$ cat src/rtl/cpu_core.sv
// Per-CPU transaction source: emits N_TRANSACTIONS tagged 64-bit words on a
// valid/ready stream with LFSR-driven idle gaps, then raises a sticky done flag.
module cpu_core #(
  parameter logic [31:0] N_TRANSACTIONS = 32'd16,
  parameter logic [3:0]  GAP_MASK       = 4'h3,
  parameter int unsigned START_DELAY    = 2
) (
  input  logic        clk,
  input  logic        rst_n,
  input  logic [31:0] cpu_index,
  input  logic        data_rdy,
  output logic        data_vld,
  output logic [63:0] data,
  output logic        transactions_done
);

  typedef enum logic [1:0] {
    IDLE = 2'd0,
    GAP  = 2'd1,
    SEND = 2'd2,
    DONE = 2'd3
  } state_t;

  localparam logic [31:0] START_DELAY_W = START_DELAY[31:0];

  // x^16+x^14+x^13+x^11+1, Fibonacci form shifting left
  function automatic logic [15:0] lfsr_step(input logic [15:0] v);
    return {v[14:0], v[15] ^ v[13] ^ v[12] ^ v[10]};
  endfunction

  // An all-zero seed would lock the LFSR, so it is replaced by 1
  function automatic logic [15:0] lfsr_seed(input logic [31:0] idx);
    logic [15:0] s;
    s = idx[15:0] ^ 16'hACE1;
    return (s == 16'h0000) ? 16'h0001 : s;
  endfunction

  state_t      state_q, state_d;
  logic [15:0] lfsr_q, lfsr_d;
  logic [31:0] seq_q, seq_d;
  logic [31:0] delay_q, delay_d;
  logic [3:0]  gap_q, gap_d;
  logic        seeded_q, seeded_d;
  logic        vld_q, vld_d;
  logic        done_q, done_d;
  logic [63:0] data_q, data_d;
  logic [15:0] lfsr_nxt_s;
  logic [3:0]  gap_nxt_s;
  logic        xfer_s;

  // Next-state and output computation
  always_comb begin
    state_d    = state_q;
    lfsr_d     = lfsr_q;
    seq_d      = seq_q;
    delay_d    = delay_q;
    gap_d      = gap_q;
    seeded_d   = seeded_q;
    vld_d      = vld_q;
    done_d     = done_q;
    data_d     = data_q;
    lfsr_nxt_s = lfsr_step(lfsr_q);
    gap_nxt_s  = lfsr_nxt_s[3:0] & GAP_MASK;
    xfer_s     = vld_q & data_rdy;

    case (state_q)
      IDLE: begin
        if (!seeded_q) begin
          lfsr_d   = lfsr_seed(cpu_index);
          seeded_d = 1'b1;
          if (delay_q == 32'd0) begin
            state_d = SEND;
            vld_d   = 1'b1;
            data_d  = {cpu_index, seq_q};
          end else begin
            delay_d = delay_q;
          end
        end else if (delay_q <= 32'd1) begin
          delay_d = 32'd0;
          state_d = SEND;
          vld_d   = 1'b1;
          data_d  = {cpu_index, seq_q};
        end else begin
          delay_d = delay_q - 32'd1;
        end
      end
      SEND: begin
        if (xfer_s) begin
          seq_d  = seq_q + 32'd1;
          lfsr_d = lfsr_nxt_s;
          if (seq_q + 32'd1 == N_TRANSACTIONS) begin
            state_d = DONE;
            vld_d   = 1'b0;
            done_d  = 1'b1;
          end else if (gap_nxt_s == 4'd0) begin
            data_d = {cpu_index, seq_q + 32'd1};
          end else begin
            state_d = GAP;
            vld_d   = 1'b0;
            gap_d   = gap_nxt_s;
          end
        end else begin
          vld_d = 1'b1;
        end
      end
      GAP: begin
        if (gap_q <= 4'd1) begin
          gap_d   = 4'd0;
          state_d = SEND;
          vld_d   = 1'b1;
          data_d  = {cpu_index, seq_q};
        end else begin
          gap_d = gap_q - 4'd1;
        end
      end
      DONE: begin
        vld_d  = 1'b0;
        done_d = 1'b1;
      end
      default: begin
        state_d = IDLE;
        vld_d   = 1'b0;
      end
    endcase
  end

  // State and output registers
  always_ff @(posedge clk or negedge rst_n) begin
    if (!rst_n) begin
      state_q  <= IDLE;
      lfsr_q   <= 16'h0001;
      seq_q    <= 32'd0;
      delay_q  <= START_DELAY_W;
      gap_q    <= 4'd0;
      seeded_q <= 1'b0;
      vld_q    <= 1'b0;
      done_q   <= 1'b0;
      data_q   <= 64'd0;
    end else begin
      state_q  <= state_d;
      lfsr_q   <= lfsr_d;
      seq_q    <= seq_d;
      delay_q  <= delay_d;
      gap_q    <= gap_d;
      seeded_q <= seeded_d;
      vld_q    <= vld_d;
      done_q   <= done_d;
      data_q   <= data_d;
    end
  end

  assign data_vld          = vld_q;
  assign data              = data_q;
  assign transactions_done = done_q;

endmodule

$ cat config.mk
export PLATFORM = sky130hd
export DESIGN_NAME = cpu_core
export DESIGN_NICKNAME = d
export VERILOG_FILES = /design/src/rtl/cpu_core.sv
export SDC_FILE = /design/constraint.sdc
export NUM_CORES = 1
export LEC_CHECK = 0
export CAP_MARGIN = 30
export CORE_MARGIN = 4
export CORE_UTILIZATION = 55
export DETAILED_ROUTE_END_ITERATION = 12
export PLACE_DENSITY = 0.88
export SYNTH_ARGS = -nofsm -noshare
export SYNTH_HDL_FRONTEND = slang
export SYNTH_SLANG_ARGS = --single-unit
$ cat constraint.sdc
create_clock -name clk -period 4.3 [get_ports clk]
set_input_delay 0.86 -clock clk [delete_from_list [all_inputs] [get_ports clk]]
set_output_delay 0.86 -clock clk [all_outputs]
set_load 0.05 [all_outputs]
---- Word-level counts from Yosys, hierarchy flattened ----
Index checks and enable logic that the tools add are counted.
storage, ports and cells
  RAM bits ................................ 0
  bits of input ports ..................... 35
  flip-flop bits (word level) ............. 153
  memory bits (read-only) ................. 0
  output and inout port bits .............. 66
  memories kept ........................... 0
  bits in latches ......................... 0
cells by class
  $mul .................................... 0
  shift-type cells ........................ 0
  order comparisons ....................... 2
  $add $sub $neg .......................... 3
  reductions and logical operators ........ 16
  eq/ne operators ......................... 15
  mux-type cells .......................... 37
  bitwise operators ....................... 5
  divide/modulo/power cells ............... 0
operators with widths
  kind                   count
  $mux 64                7
  $pmux 64 s3            1
  $mux 16                3
  $add 32x1->32 const B  1
  $eq 32x5->1 const B    1
  $le 32x1->1 const B    1
  $logic_not 32->1       1
  $mux 32                1
  $pmux 16 s2            1
  $sub 32x1->32 const B  1
  $logic_not 16->1       1
  $mux 4                 4
  $mux 2                 7
  $ne 2x2->1 const B     7
  $mux 1                 9
  $ne 3x3->1 const B     3
  $not 8->8              1
  $pmux 4 s2             1
  $reduce_and 4->1       2
  $reduce_and 7->1       1
  $pmux 2 s3             1
  $reduce_and 3->1       2
  $reduce_and 6->1       1
  $reduce_bool 2->1      3
  13 further kinds       17

---- Longest topological paths before layout ----
  depth after elaboration ................. 8
  gate-level depth with buffers ........... 14

---- Worst setup path before layout ----
No wires, ideal clock.
  kind .................................... reg-to-reg
  from .................................... register seq_q[0]
  to ...................................... register data_q[40], in the netlist data[40]
  slack ................................... 877 ps
  buffers on the path ..................... 2
  setup time .............................. 128 ps
  cell stages (with the launch flop) ...... 13
  data arrival time ....................... 3295 ps
  cells stage by stage .................... dfrtp_1 ha_1 nand4_2 or2_1 clkbuf_1 or4_1 a211oi_1 nand4b_1 nor4_4 nor2_2 o21ai_4 buf_4 mux2_1
on the way
  cells in the longest elaborated chain, start to end .. 4
ends and longest elaborated chain
  element                     RTL line  RTL
  start: declaration          40        logic [31:0] seq_q, seq_d;
  start signal: assignment    142       seq_q <= seq_d;
  $add 32x1->32               91        if (seq_q + 32'd1 == N_TRANSACTIONS) begin
  $eq 32x5->1                 91
  $ne 2x2->1 (no line)        --
  $reduce_and 7->1 (no line)  --
  end signal: assignment      148       data_q <= data_d;
  end: declaration            46        logic [63:0] data_q, data_d;
No other way between the ends.
A chain may end at the register's enable or synchronous reset.

---- Worst setup path after layout ----
  from .................................... register seq_q[0]
  to ...................................... register data_q[5], in the netlist data[5]
on the way
  cells in the longest elaborated chain, start to end .. 5
  elaborated cells on any way between the ends .. 8
  those cells by class .................... add/sub (1); eq/ne (2); mux (4); reduce/logical (1)
ends and longest elaborated chain
  element                                              RTL line
  $add 32x1->32 (*)                                    91, 96
  branches (longest 4 deep; another with $eq 32x5->1)  --
Every way passes the cells marked *. The select of a mux whose other input is x is not followed.

==> flow_summary.json <==
{
  "p_sw_frac": 0.457,
  "grtUsageTotal": 0.261,
  "dp_slack_ps": 445,
  "seqPwrFrac": 0.278,
  "grt_pass1_wl_um": 37200,
  "powerDensity_mw_per_mm2": 771,
  "drc_errors": 0,
  "cp.depth": 12,
  "synthFlopType": "dfrtp_1",
  "via_per_inst": 6.24,
  "power.switching_w": 0.00355,
  "yosys_warnings": 0,
  "ys_seq_elements": 153,
  "cts_hold_buf": 0,
  "cp.required_ps": 4620,
  "regArea_mm2": 0.00383,
  "vias": 7326,
  "final-hold-violation-count": 0,
  "setup.worst_path.start": "seq_q[0]",
  "post_cts_buffers": 0,
  "relSlewSlack": 0.339,
  "cp_cell_sequence": "ha_1, nand4_2, nor4_1, xor2_1, a2111oi_0, nand4b_1, nor4_4, buf_4, or3_1, buf_4, nor2_1, a221oi_1",
  "grt_remaining_overflow": 0,
  "antenna_found_initial": 0,
  "io_buffers": 100,
  "dieArea_mm2": 0.0172,
  "critPathLaunchType": "register",
  "cts_buffers": 17,
  "setup_viol": 0,
  "critPathBufInv": 2,
  "fill_cells": 1123,
  "muxShareOfSynthArea": 0.0528,
  "crit_fanout": 14,
  "root_buffer": "clkbuf_16",
  "endpoint": "data[5]",
  "drt_pass1_iterations": 5,
  "cts.reportedPaths.clkPinSlew_ps": 70,
  "post_synth.cell_area_avg_um2": 9.35,
  "period_needed_ps": 3910,
  "synth_xor_area_frac": 0.0462,
  "ctsHtreeMaxLevel": 4,
  "ctsResizeCount": 0,
  "netlist-cell-type-count": 71,
  "synth_top_family_by_area": "simple AND/OR/NAND/NOR gates",
  "yosys.area_share.simple": 0.214,
  "cp_slowest_stage_delay_ps": 640,
  "tightestPinTransition_ps": 991,
  "core-area_mm2": 0.0147,
  "synthArstFlopShare": 1.00,
  "grt_max_degree": 84,
  "ctsLongestPathBuffers": 2,
  "clk-insertion-delay-late_ps": 430,
  "dp_hpwl_um": 15000,
  "gp_congestion": 0.998,
  "seq_area_frac_synth": 0.459,
  "max_freq_ghz": 0.255,
  "io_pins": 101,
  "netlist_area_mm2": 0.00834,
  "cp-end-kind": "register",
  "synth-compound-area-share": 0.174,
  "outcome": "complete, no violations",
  "tns_ps": 0,
  "cp_common_cell": "buf_4",
  "peakVddDrop_uv": 530,
  "reg2reg_from": "seq_q[0]",
  "synth_fa_ha_area_frac": 0.00750,
  "synth-edff-count": 0,
  "rows": 44,
  "rsz0062_at_grt": "false",
  "wl_per_cell_um": 18.9,
  "worstHoldPathType": "input pin to async pin",
  "finalClockSkew_ps": 14.1,
  "diodes": 0,
  "drive_above_1_share": 0.101,
  "die_h_um": 131,
  "drt-initial-drc-count": 848,
  "leakagePower_nw": 4.19,
  "multi_input_area_mm2": 0.00414,
  "clock-sinks": 153,
  "syn-instance-count": 892,
  "p_comb_frac": 0.542,
  "synth_nets": 932,
  "worstPathArrival_ps": 4240,
  "reg2reg_depth": 12,
  "ant_nets": 0,
  "internal-power_w": 0.00422,
  "cts_tree": "done",
  "wl_um": 22200,
  "p_clk_frac": 0.180,
  "crit_family": "simple AND/OR/NAND/NOR gates",
  "nets": 1017,
  "max-cap-violations": 0,
  "setup_ws_ps": 385,
  "grt_pass1_vias": 7358,
  "worstReg2RegEnd": "data[5]",
  "crit_slowest_cell": "nor4_1",
  "start_util": 0.567,
  "slew_viol_final": 0,
  "die_x_um": 131,
  "crit_type": "register to register",
  "syn2layout_area_growth_pct": 20.9,
  "rrSetupSlack_ps": 390,
  "fin_crit_sh": 0.910
}
-- synthesized netlist by cell type, types with 6 or more instances --
master    number  area share
o221a_1        9       0.012
a211oi_1       7      0.0063
mux2_1        14       0.019
mux2_4        10       0.018
or4_1         14       0.013
inv_1         24       0.011
o41ai_1        9      0.0095
o31ai_1       15       0.014
dfrtp_1      151        0.45
nand3_1       25       0.015
mux2_2        10       0.014
or2_2          7      0.0053
o21ai_0       49       0.029
a31oi_1       15       0.011
buf_2         22       0.013
nor4_1        18       0.014
nand2b_1      10      0.0075
xnor2_1       27       0.028
a21oi_1       39       0.023
or3_1         15       0.011
nand2_1      109       0.049
o22ai_1        7      0.0053
nand4_1       17       0.013
clkbuf_1      31       0.014
and4_1         6      0.0063
nor2_1        76       0.034
nor3_1        26       0.016
xor2_1        17       0.018
-- registers in the layout, summed over array words and instances (netlist names) --
signal,flops
lfsr_q,16
seq_q,32
state_q,2
data,64
data_vld,1
gap_q,4
transactions_done,1
seeded_q,1
delay_q,32
-- per-stage QoR --
step           instances  instance area (µm²)  power (W)  utilization  hold slack (ps)
3_5_place_dp        1142                 9530    0.00632        0.648              465
5_1_grt             1174                10100    0.00817        0.686              501
6_report            1174                10100    0.00777        0.686              480
3_3_place_gp        1142                 9530    0.00620        0.648              462
2_1_floorplan        892                 8340    0.00504            -              443
4_1_cts             1174                10100    0.00776        0.686              479
-- power by group through the flow --
stage / Combinational, W / Sequential, W / Clock [W]
detailed placement: 0.00415 / 0.00217 / 0
finish: 0.00421 / 0.00216 / 0.00140
CTS: 0.00419 / 0.00215 / 0.00142
global placement: 0.00405 / 0.00216 / 0
global route: 0.00448 / 0.00221 / 0.00149
floorplan: 0.00200 / 0.00304 / 0
-- placed cells by master, fill, tap and decap left out, types with 6 or more instances in the layout --
cell type and instances:
a211oi_1 7, a21oi_1 39, a31oi_1 15, and4_1 6, buf_4 26, clkbuf_16 17, clkdlybuf4s50_1 99, dfrtp_1 151
inv_1 24, mux2_1 14, mux2_2 10, mux2_4 10, nand2_1 109, nand2b_1 10, nand3_1 25, nand4_1 17
nor2_1 75, nor3_1 26, nor4_1 18, o21ai_0 49, o221a_1 9, o22ai_1 7, o31ai_1 15, o41ai_1 9
or2_2 7, or3_1 15, or4_1 14, xnor2_1 27, xor2_1 17
-- area by class of cell --
class                           instances  share of cell area
Multi-Input combinational cell        653               0.410
Sequential cell                       153               0.380
Timing Repair Buffer                  128               0.123
Clock buffer                           18              0.0436
Tap cell                              184              0.0228
Clock inverter                         14              0.0114
Inverter                               24             0.00894
-- metal layers --
metal / part of all wire / vias to the layer above / global-route usage
li1: - / 3410 / -
met4: 0.021 / 0 / 0.0992
met3: 0.080 / 49 / 0.0577
met2: 0.49 / 343 / 0.424
met1: 0.41 / 3524 / 0.344
met5: 0 / - / 0
-- worst min path at each step --
| stage | startpoint | to | slack [ps] | cells past startpoint |
|---|---|---|---|---|
| after detailed placement | delay_q[11] | delay_q[11] | 470 | 1 |
| after CTS | delay_q[11] | delay_q[11] | 480 | 1 |
| after global routing | data[8] | data[8] | 500 | 1 |
| final | rst_n | data[62] | 480 | 1 |
| after floorplan | delay_q[27] | delay_q[27] | 440 | 2 |
| after global placement | delay_q[27] | delay_q[27] | 460 | 2 |
-- logic make-up after synthesis --
kind of cell | Yosys count
xor gates and xnor gates | 44
buffers and inverters | 86
and+or+nand+nor | 354
DFF | 153
adders and majority gates | 5
AOI/OAI and AO/OA | 214
muxes | 36
No activity file was read; power rests on OpenSTA's default activity.
==> patch: new RTL, same settings <==
The 4 states of `state_t` get a one-hot encoding in 4 bits.
--- a/src/rtl/cpu_core.sv
+++ b/src/rtl/cpu_core.sv
@@ -16,7 +16,7 @@
 
-  typedef enum logic [1:0] {
-    IDLE = 2'd0,
-    GAP  = 2'd1,
-    SEND = 2'd2,
-    DONE = 2'd3
+  typedef enum logic [3:0] {
+    IDLE = 4'b0001,
+    GAP  = 4'b0010,
+    SEND = 4'b0100,
+    DONE = 4'b1000
   } state_t;
Function: no difference found for any inputs over 4 cycles, from zero or initial values and one cycle with rst_n low; so few cycles prove little.
==> patch against the unedited design <==
Global-route usage is 2.8 points lower; largest power group unchanged; synthesized area is 0.63% higher; first-iteration DRC count decreased by 32%; wire length fell by 11%; synthesized cell count is 6.4% lower; core utilization rose by 0.11 points; design area increased by 0.53%; power shrank 14%; worst hold slack worse by 0.25 ns; worst setup slack better by 0.21 ns; sequential cell count increased by 2.
==> patch: results (changes against the unedited design) <==
[critical_path]
worst-path-max-fanout=27  ; was 14
arrival_ns=4.02  ; was 4.24 ns
cp_slowest_stage_delay_ns=0.73  ; was 0.64 ns
rrSetupSlack_ns=0.59  ; was 0.39 ns
regToRegStartpoint=seq_q[9]$_DFFE_PN0P_  ; was seq_q[0]$_DFFE_PN0P_
reg2reg_to=data[53]$_DFFE_PN0P_  ; was data[5]$_DFFE_PN0P_
cpMaxStageDelayCell=or4_1  ; was nor4_1

[global_route]
grt_pass1_vias=6644  ; was 7,358
grt.total_usage=0.2324  ; was 0.2606
grt_max_degree=105  ; was 84
gr-usage-met3=0.06307  ; was 0.05772
grt_use_met2=0.3665  ; was 0.4243
groute.layer.met1.usage=0.3150  ; was 0.3439

[power]
power_density_mw_per_mm2=656.5  ; was 770.9 mW/mm²
ir_worst_vdd_v=0.0007297  ; was 0.0005303 V
p_comb_frac=0.451  ; was 0.542
totalPowerFinal_mw=6.653  ; was 7.770 mW
p_clk_mw=1.63  ; was 1.40 mW

[cells_and_area]
final-clk-cell-share=0.06322  ; was 0.05499
num-nonclk-inverters=10  ; was 24
final.clkbuf_count=20  ; was 18
drive_gt1_frac=0.1342  ; was 0.1010
num-multi-input-gates=614  ; was 653
final_nets=951  ; was 1,017
multi_input_area_share=0.4142  ; was 0.4104
seq_area_mm2=0.003882  ; was 0.003831 mm²
layout.nonclk_buf_frac=0.1130  ; was 0.1228
fillers=1095  ; was 1,123
nNonClkBuffers=113  ; was 128

[logic_synthesis]
muxShareOfSynthArea=0.1118  ; was 0.05281
synth_cell_types=64  ; was 71
synth_nets=875  ; was 932
synth_common_cells=dfrtp_1 (152), nand2_1 (94), nor2_1 (85), mux2_4 (58), xnor2_1 (49)  ; was dfrtp_1 (151), nand2_1 (109), nor2_1 (76), o21ai_0 (49), a21oi_1 (39)
synth-xor-area-share=0.07618  ; was 0.04620
synthAdderAreaFrac=0.007454  ; was 0.007501

[route]
dr_wl_met3_um=1441  ; was 1784 µm
route.met2.wl_um=9134  ; was 10,840 µm
via_per_inst=6.031  ; was 6.240
wl_per_cell_um=17.88  ; was 18.92 µm
drt-total-wl_um=19810  ; was 22,210 µm
wl_met1_um=8869  ; was 9110 µm

[sta]
skew_ns=0.01057  ; was 0.01406 ns
tightestPinTransition_ns=1.031  ; was 0.9911 ns
fin_crit_sh=0.8627  ; was 0.9104

[placed_design]
hpwl_um=13250  ; was 15,010 µm
placedCellCount=1075  ; was 1,142
routabilityCongestion=0.9317  ; was 0.9978
place_ws_ns=0.6263  ; was 0.4455 ns
dpl_cell_area_mm2=0.009465  ; was 0.009525 mm²

[run_status]
status=completed  ; unchanged

[cts]
clock-sinks=155  ; was 153

[patch: changes by cell type in the layout (fill, tap and decap cells not counted), sizes merged, moves of 7 or more]
| cell | delta |
|---|---|
| inv | -15 |
| buf | -15 |
| nand2 | -15 |
| xnor2 | +22 |
| nor2 | +8 |
| mux2 | +30 |
| a31oi | -9 |
| o221a | -9 |
| xor2 | +7 |
| o31ai | -11 |
| or4 | -9 |
[patch: worst min path at each step]
stage                                       start                             to  slack [ns]  cells past startpoint
floorplan                 delay_q[26]$_DFFE_PN0P_        delay_q[26]$_DFFE_PN0P_        0.44                      1
detailed placement        delay_q[23]$_DFFE_PN0P_        delay_q[23]$_DFFE_PN0P_        0.47                      2
global placement    transactions_done$_DFFE_PN0P_  transactions_done$_DFFE_PN0P_        0.45                      1
finish                                      rst_n            data[9]$_DFFE_PN0P_        0.23                      1
global route                                rst_n            data[8]$_DFFE_PN0P_        0.22                      1
CTS                       delay_q[26]$_DFFE_PN0P_        delay_q[26]$_DFFE_PN0P_        0.48                      1
